$ cat src/rtl/i2c_slave_regs_if.sv
// Pin-level I2C signals plus the write-commit strobe of the register slave.
// wr_stb is a one-cycle valid with no ready: wr_addr/wr_data are meaningful only while it is 1.
interface i2c_slave_regs_if;
  logic       scl_i;
  logic       sda_i;
  logic       sda_oe;
  logic       wr_stb;
  logic [7:0] wr_addr;
  logic [7:0] wr_data;
  logic       busy;
  logic [3:0] dbg_state;

  modport slave (
    input  scl_i, sda_i,
    output sda_oe, wr_stb, wr_addr, wr_data, busy, dbg_state
  );

  modport master (
    output scl_i, sda_i,
    input  sda_oe, wr_stb, wr_addr, wr_data, busy, dbg_state
  );
endinterface

$ cat src/rtl/i2c_slave_regs.sv
// I2C slave exposing a 256x8 register file behind an 8-bit auto-incrementing pointer.
// scl/sda are synchronised and glitch-filtered in the system clock domain before use.
module i2c_slave_regs #(
  parameter logic [6:0] SLV_ADDR = 7'h50,
  parameter int         FILT_LEN = 3
) (
  input logic            i_clk,
  input logic            i_rst,
  i2c_slave_regs_if.slave bus
);
  typedef enum logic [3:0] {
    IDLE, DEV_ADDR, DEV_ACK, WORD_ADDR, WORD_ACK, WR_DATA, WR_ACK, RD_DATA, RD_ACK
  } state_t;

  logic [1:0]          scl_sync, sda_sync;
  logic [FILT_LEN-1:0] scl_hist, sda_hist;
  logic                scl_f, sda_f, scl_d, sda_d;
  logic                scl_rise, scl_fall, start_det, stop_det;

  state_t     state, state_n;
  logic [2:0] bit_cnt, bit_cnt_n;
  logic [7:0] shreg, shreg_n;
  logic [7:0] ptr, ptr_n;
  logic       sda_oe, sda_oe_n;
  logic       busy, busy_n;
  logic       ack_drv, ack_drv_n;
  logic       rw, rw_n;
  logic       wr_stb, wr_stb_n;
  logic [7:0] wr_addr, wr_addr_n;
  logic [7:0] wr_data, wr_data_n;
  logic       mem_we;
  logic [7:0] rx_byte, rd_byte;
  logic [7:0] mem [256];

  // A filtered level only moves once FILT_LEN consecutive samples agree.
  always_ff @(posedge i_clk) begin
    if (i_rst) begin
      scl_sync <= '1;
      sda_sync <= '1;
      scl_hist <= '1;
      sda_hist <= '1;
      scl_f    <= 1'b1;
      sda_f    <= 1'b1;
      scl_d    <= 1'b1;
      sda_d    <= 1'b1;
    end else begin
      scl_sync <= {scl_sync[0], bus.scl_i};
      sda_sync <= {sda_sync[0], bus.sda_i};
      scl_hist <= (scl_hist << 1) | FILT_LEN'(scl_sync[1]);
      sda_hist <= (sda_hist << 1) | FILT_LEN'(sda_sync[1]);
      if (&scl_hist)       scl_f <= 1'b1;
      else if (~|scl_hist) scl_f <= 1'b0;
      if (&sda_hist)       sda_f <= 1'b1;
      else if (~|sda_hist) sda_f <= 1'b0;
      scl_d <= scl_f;
      sda_d <= sda_f;
    end
  end

  assign scl_rise  = scl_f & ~scl_d;
  assign scl_fall  = ~scl_f & scl_d;
  assign start_det = scl_f & scl_d & sda_d & ~sda_f;
  assign stop_det  = scl_f & scl_d & ~sda_d & sda_f;

  assign rx_byte = {shreg[6:0], sda_f};
  assign rd_byte = mem[ptr];

  always_comb begin
    state_n   = state;
    bit_cnt_n = bit_cnt;
    shreg_n   = shreg;
    ptr_n     = ptr;
    sda_oe_n  = sda_oe;
    busy_n    = busy;
    ack_drv_n = ack_drv;
    rw_n      = rw;
    wr_stb_n  = 1'b0;
    wr_addr_n = wr_addr;
    wr_data_n = wr_data;
    mem_we    = 1'b0;
    if (stop_det) begin
      state_n   = IDLE;
      sda_oe_n  = 1'b0;
      busy_n    = 1'b0;
      bit_cnt_n = 3'd0;
    end else if (start_det) begin
      state_n   = DEV_ADDR;
      sda_oe_n  = 1'b0;
      busy_n    = 1'b0;
      bit_cnt_n = 3'd0;
    end else begin
      unique case (state)
        IDLE: ;
        DEV_ADDR: if (scl_rise) begin
          shreg_n   = rx_byte;
          bit_cnt_n = bit_cnt + 3'd1;
          if (bit_cnt == 3'd7) begin
            if (rx_byte[7:1] == SLV_ADDR) begin
              state_n   = DEV_ACK;
              busy_n    = 1'b1;
              rw_n      = rx_byte[0];
              ack_drv_n = 1'b0;
            end else begin
              state_n = IDLE;
            end
          end
        end
        // First fall after the 8th bit drives ACK; the next fall ends the ACK slot.
        DEV_ACK, WORD_ACK, WR_ACK: if (scl_fall) begin
          if (!ack_drv) begin
            sda_oe_n  = 1'b1;
            ack_drv_n = 1'b1;
          end else begin
            bit_cnt_n = 3'd0;
            sda_oe_n  = 1'b0;
            if (state == DEV_ACK && rw) begin
              state_n  = RD_DATA;
              sda_oe_n = ~rd_byte[7];
            end else if (state == DEV_ACK) begin
              state_n = WORD_ADDR;
            end else begin
              state_n = WR_DATA;
            end
          end
        end
        WORD_ADDR: if (scl_rise) begin
          shreg_n   = rx_byte;
          bit_cnt_n = bit_cnt + 3'd1;
          if (bit_cnt == 3'd7) begin
            ptr_n     = rx_byte;
            state_n   = WORD_ACK;
            ack_drv_n = 1'b0;
          end
        end
        WR_DATA: if (scl_rise) begin
          shreg_n   = rx_byte;
          bit_cnt_n = bit_cnt + 3'd1;
          if (bit_cnt == 3'd7) begin
            mem_we    = 1'b1;
            wr_stb_n  = 1'b1;
            wr_addr_n = ptr;
            wr_data_n = rx_byte;
            ptr_n     = ptr + 8'd1;
            state_n   = WR_ACK;
            ack_drv_n = 1'b0;
          end
        end
        // bit_cnt counts bits already clocked out, so ~bit_cnt selects the next one MSB first.
        RD_DATA: begin
          if (scl_rise) begin
            bit_cnt_n = bit_cnt + 3'd1;
            if (bit_cnt == 3'd7) state_n = RD_ACK;
          end else if (scl_fall) begin
            sda_oe_n = ~rd_byte[~bit_cnt];
          end
        end
        RD_ACK: begin
          if (scl_fall) begin
            sda_oe_n = 1'b0;
          end else if (scl_rise) begin
            ptr_n = ptr + 8'd1;
            if (sda_f) begin
              state_n = IDLE;
              busy_n  = 1'b0;
            end else begin
              state_n   = RD_DATA;
              bit_cnt_n = 3'd0;
            end
          end
        end
        default: state_n = IDLE;
      endcase
    end
  end

  always_ff @(posedge i_clk) begin
    if (i_rst) begin
      state   <= IDLE;
      bit_cnt <= 3'd0;
      shreg   <= 8'd0;
      ptr     <= 8'd0;
      sda_oe  <= 1'b0;
      busy    <= 1'b0;
      ack_drv <= 1'b0;
      rw      <= 1'b0;
      wr_stb  <= 1'b0;
      wr_addr <= 8'd0;
      wr_data <= 8'd0;
    end else begin
      state   <= state_n;
      bit_cnt <= bit_cnt_n;
      shreg   <= shreg_n;
      ptr     <= ptr_n;
      sda_oe  <= sda_oe_n;
      busy    <= busy_n;
      ack_drv <= ack_drv_n;
      rw      <= rw_n;
      wr_stb  <= wr_stb_n;
      wr_addr <= wr_addr_n;
      wr_data <= wr_data_n;
    end
  end

  // Register file keeps its contents across reset.
  always_ff @(posedge i_clk) begin
    if (mem_we && !i_rst) mem[ptr] <= rx_byte;
  end

  assign bus.sda_oe    = sda_oe;
  assign bus.busy      = busy;
  assign bus.wr_stb    = wr_stb;
  assign bus.wr_addr   = wr_addr;
  assign bus.wr_data   = wr_data;
  assign bus.dbg_state = state;
endmodule

$ cat src/flat_wrapper.sv
// flat-port wrapper written by rule: the top's interface ports become plain ports
module i2c_slave_regs_flat 
#(
  parameter logic [6:0] SLV_ADDR = 7'h50,
  parameter int         FILT_LEN = 3
)
  (i_clk, i_rst, bus_scl_i, bus_sda_i, bus_sda_oe, bus_wr_stb, bus_wr_addr, bus_wr_data, bus_busy, bus_dbg_state);
  i2c_slave_regs_if bus_i ();
  input logic i_clk;
  input logic i_rst;
  input wire logic [$bits(bus_i.scl_i)-1:0] bus_scl_i;
  input wire logic [$bits(bus_i.sda_i)-1:0] bus_sda_i;
  output wire logic [$bits(bus_i.sda_oe)-1:0] bus_sda_oe;
  output wire logic [$bits(bus_i.wr_stb)-1:0] bus_wr_stb;
  output wire logic [$bits(bus_i.wr_addr)-1:0] bus_wr_addr;
  output wire logic [$bits(bus_i.wr_data)-1:0] bus_wr_data;
  output wire logic [$bits(bus_i.busy)-1:0] bus_busy;
  output wire logic [$bits(bus_i.dbg_state)-1:0] bus_dbg_state;
  assign bus_i.scl_i = bus_scl_i;
  assign bus_i.sda_i = bus_sda_i;
  assign bus_sda_oe = bus_i.sda_oe;
  assign bus_wr_stb = bus_i.wr_stb;
  assign bus_wr_addr = bus_i.wr_addr;
  assign bus_wr_data = bus_i.wr_data;
  assign bus_busy = bus_i.busy;
  assign bus_dbg_state = bus_i.dbg_state;
  i2c_slave_regs #(.SLV_ADDR(SLV_ADDR), .FILT_LEN(FILT_LEN)) u_core (.i_clk(i_clk), .i_rst(i_rst), .bus(bus_i));
endmodule
$ cat config.mk
export PLATFORM = sky130hd
export DESIGN_NAME = i2c_slave_regs_flat
export DESIGN_NICKNAME = d
export VERILOG_FILES = /design/src/rtl/i2c_slave_regs_if.sv /design/src/rtl/i2c_slave_regs.sv /design/src/flat_wrapper.sv
export SDC_FILE = /design/constraint.sdc
export NUM_CORES = 2
export LEC_CHECK = 0
export BUFFER_PORTS_ARGS = -buffer_cell sky130_fd_sc_hd__buf_4
export CAP_MARGIN = 20
export CORE_ASPECT_RATIO = 0.7
export CORE_MARGIN = 2
export CORE_UTILIZATION = 49
export CTS_BUF_LIST = sky130_fd_sc_hd__clkbuf_8 sky130_fd_sc_hd__clkbuf_16
export DETAILED_ROUTE_END_ITERATION = 7
export HOLD_SLACK_MARGIN = 0.06
export MAX_ROUTING_LAYER = met4
export SYNTH_ARGS = -nofsm -noshare
export SYNTH_HDL_FRONTEND = slang
export SYNTH_SLANG_ARGS = --single-unit
$ cat constraint.sdc
create_clock -name i_clk -period 15.1 [get_ports i_clk]
set_clock_uncertainty 0.15 [all_clocks]
set_input_delay 1.51 -clock i_clk [delete_from_list [all_inputs] [get_ports i_clk]]
set_output_delay 1.51 -clock i_clk [all_outputs]
set_load 0.05 [all_outputs]
==> flow_metrics.env <==
export IMPL_rows=125
export IMPL_grt_pass1_wl_mm=333
export IMPL_critPathLaunchType="register"
export IMPL_worstMarginPinSlew_ns=1.25
export IMPL_cpPeakStageDelay_ns=0.80
export IMPL_place_congestion=0.935
export IMPL_yosysWarnings=0
export IMPL_cts_tree="done"
export IMPL_drt_wl_total_mm=239
export IMPL_numCtsBuffers=187
export IMPL_status="finished clean"
export IMPL_first_pass_iters=5
export IMPL_required_ns=15.72
export IMPL_powerDensity_nw_per_um2=121
export IMPL_start_util_pct=49.5
export IMPL_r2r_setup_slack_ns=8.87
export IMPL_via_per_inst=6.54
export IMPL_ys_seq_area_share_pct=76.2
export IMPL_clockRootBuffer="clkbuf_16"
export IMPL_path_class="reg -> reg"
export IMPL_place_ws_ns=9.06
export IMPL_final_nets=4280
export IMPL_syn_avg_cell_area_um2=19.7
export IMPL_leakagePower_nw=26.8
export IMPL_vias=43500
export IMPL_synth_seq_cells=2113
export IMPL_core_um2=167000
export IMPL_syn_inst=4190
export IMPL_reg2reg_depth=13
export IMPL_die_area_um2=172000
export IMPL_fin_tns_setup_ns=0
export IMPL_final_area_um2=90900
export IMPL_cts_resized=0
export IMPL_synth_edf_count=2048
export IMPL_antenna_found_initial=12
export IMPL_grt_setup_unrepaired="no"
export IMPL_hold_path_startpoint="u_core.scl_sync[1]"
export IMPL_endpoint_kind="register"
export IMPL_postCtsSetupRepairBufs=0
export IMPL_cts_hold_buf=0
export IMPL_async_reset_ff_share_pct=0
export IMPL_drt_initial_drc_count=7239
export IMPL_post_route_util_pct=54.6
export IMPL_drc=0
export IMPL_relSlewSlack_pct=16.2
export IMPL_grt_max_degree=207
export IMPL_clk_latency_ns=0.83
export IMPL_whs_path_depth=1
export IMPL_final_cell_mix="2048 x edfxtp_1, 415 x mux4_2, 332 x nor2_1, 239 x mux2i_1, 194 x clkbuf_16"
export IMPL_placed_cell_area_um2=85000
export IMPL_final_min_clock_period_ns=6.23
export IMPL_syn2layout_area_growth_pct=10.3
export IMPL_track_usage_pct=28.7
export IMPL_drv_cap=0
export IMPL_synth_top_area_share_pct=74.6
export IMPL_dp_hpwl_mm=145
export IMPL_crit_slowest_cell="buf_4"
export IMPL_crit_top_cell="buf_4"
export IMPL_clockBufferDepth=3
export IMPL_io_pins=27
export IMPL_dieHeight_um=347
export IMPL_grt_pass1_vias=41400
export IMPL_ys_flop_type="edfxtp_1"
export IMPL_cts_sinks=2113
export IMPL_path_cells="buf_4 > buf_4 > buf_4 > buf_4 > mux4_2 > mux2_2 > a211oi_1 > o221ai_1 > nor3_1 > or4_1 > nand4_1 > a311oi_1 > a31o_1"
export IMPL_synthesis_nets=4200
export IMPL_htree_num_levels=4
export IMPL_period_share_pct=41.3
export IMPL_synth_largest_area_cell="edfxtp_1"
export IMPL_final_common_cell="edfxtp_1"
export IMPL_synth_area_leaders="edfxtp_1 75%, mux4_2 11%, mux2i_1 2.9%"
export IMPL_path_max_fanout=50
export IMPL_r2r_end="u_core.bus.sda_oe"
export IMPL_layout_drive_gt1_share_pct=19.7
export IMPL_setup_ws_ns=8.87
export IMPL_fmax_ghz=0.160
export IMPL_final_hold_viol_count=0
export IMPL_dieWidth_um=494
export IMPL_vdd_drop_max_mv=0.112
export IMPL_yosysUniqueCellTypes=66
export IMPL_finalSetupViolCount=0
export IMPL_hp_class="reg -> reg"
export IMPL_portBuffers=26
export IMPL_cp_arrival_ns=6.86
export IMPL_detail_route_antenna_nets=0
export IMPL_holdPathEnd="u_core.scl_hist[0]"
export IMPL_finalMaxSlewViolations=0
export IMPL_syn_cell_area_um2=82400
export IMPL_holdWs_ns=0.258
export IMPL_gr_total_overflow=0
export IMPL_clk_pin_slew_worst_paths_ns=0.07
export IMPL_post_drt_wl_per_cell_um=35.9
-- critical path, delay by kind of cell (launching register included) --
family / cells / cell delay [ns]
AO/OA/AOI/OAI: 4 / 1.14
AND/OR/NAND/NOR: 3 / 0.93
buffers and inverters: 4 / 2.66
multiplexers: 2 / 0.71
flip-flops: 1 / 0.50
-- per-stage QoR --
stage	power (W)	cells
after floorplan	0.00646	4190
after global placement	0.00646	6291
after detailed placement	0.00646	6299
after CTS	0.0110	6642
after global routing	0.0112	6652
final	0.0110	6654
-- report_power, final --
group	internal [W]	total [W]	switching, W
logic	0.00000121	0.00000429	0.00000307
registers	0.00632	0.00632	0.000000234
clock network	0.00250	0.00464	0.00214
-- worst max path at each step --
stage | startpoint | end | cells past startpoint
after global placement | register | u_core.bus.sda_oe | 14
final | register | u_core.bus.sda_oe | 13
after floorplan | u_core.shreg[4] | u_core.ack_drv | 7
after detailed placement | register | u_core.bus.sda_oe | 13
after global routing | register | u_core.bus.sda_oe | 13
after CTS | register | u_core.bus.sda_oe | 13
-- layer usage --
metal  track usage, %  up-vias  routed length [um]
met5                -        -                   0
met4             7.65        0                6080
met3             6.86      359               27700
met2             38.6     2640              102000
met1             43.8    23200              102000
li1                 -    17300                   -
-- Yosys cell counts (all sizes together), types with 4 or more instances --
cell	n
mux4	421
nor2	336
nor2b	27
o21a	6
clkbuf	110
o21ai	42
a31oi	13
nand2b	12
a2111oi	12
a221oi	7
a22oi	95
o2111ai	4
or2	16
nand4	15
o22ai	30
nor4	13
a32o	4
o31ai	5
or4	4
and2	12
mux2i	239
o221ai	57
a311oi	6
dfxtp	65
nor3	28
a211oi	21
nand3b	4
a22o	5
ha	6
mux2	5
o211ai	5
edfxtp	2048
nor4b	4
inv	9
a21oi	109
o311ai	4
nand3	35
buf	144
and3	5
nand2	174
-- sequential cells by signal (all words and copies together), names as in the netlist, 2 cells and up, named ones only --
register / count
u_core.shreg: 7
u_core.bus.wr_addr: 8
u_core.bus.dbg_state: 4
u_core.mem: 2048
u_core.scl_sync: 2
u_core.ptr: 8
u_core.bus.wr_data: 8
u_core.sda_hist: 3
u_core.bit_cnt: 3
u_core.scl_hist: 3
u_core.sda_sync: 2
-- cell type report --
cell class	instances	area, um2
fillers	12800	75600
flip-flops and latches	2113	62800
multi-input cells	1812	18200
clock buffers	197	4900
well taps	2222	2780
repair buffers	145	1190
clock inverters	146	931
inverters	11	43.8
diodes	8	20.0
-- cell families (layout without fill, tap and decap cells) --
group	Yosys count	count (layout)	share of synthesized area [%]
xor+xnor	1	1	0.0106
mux	665	665	14.5
fa+ha+maj	6	6	0.0911
simple gates	693	693	3.65
flops	2113	2113	76.2
buf+inv	265	499	1.81
compound gates	447	447	3.74
other cells	0	8	0
No activity file was read; power rests on OpenSTA's default activity.
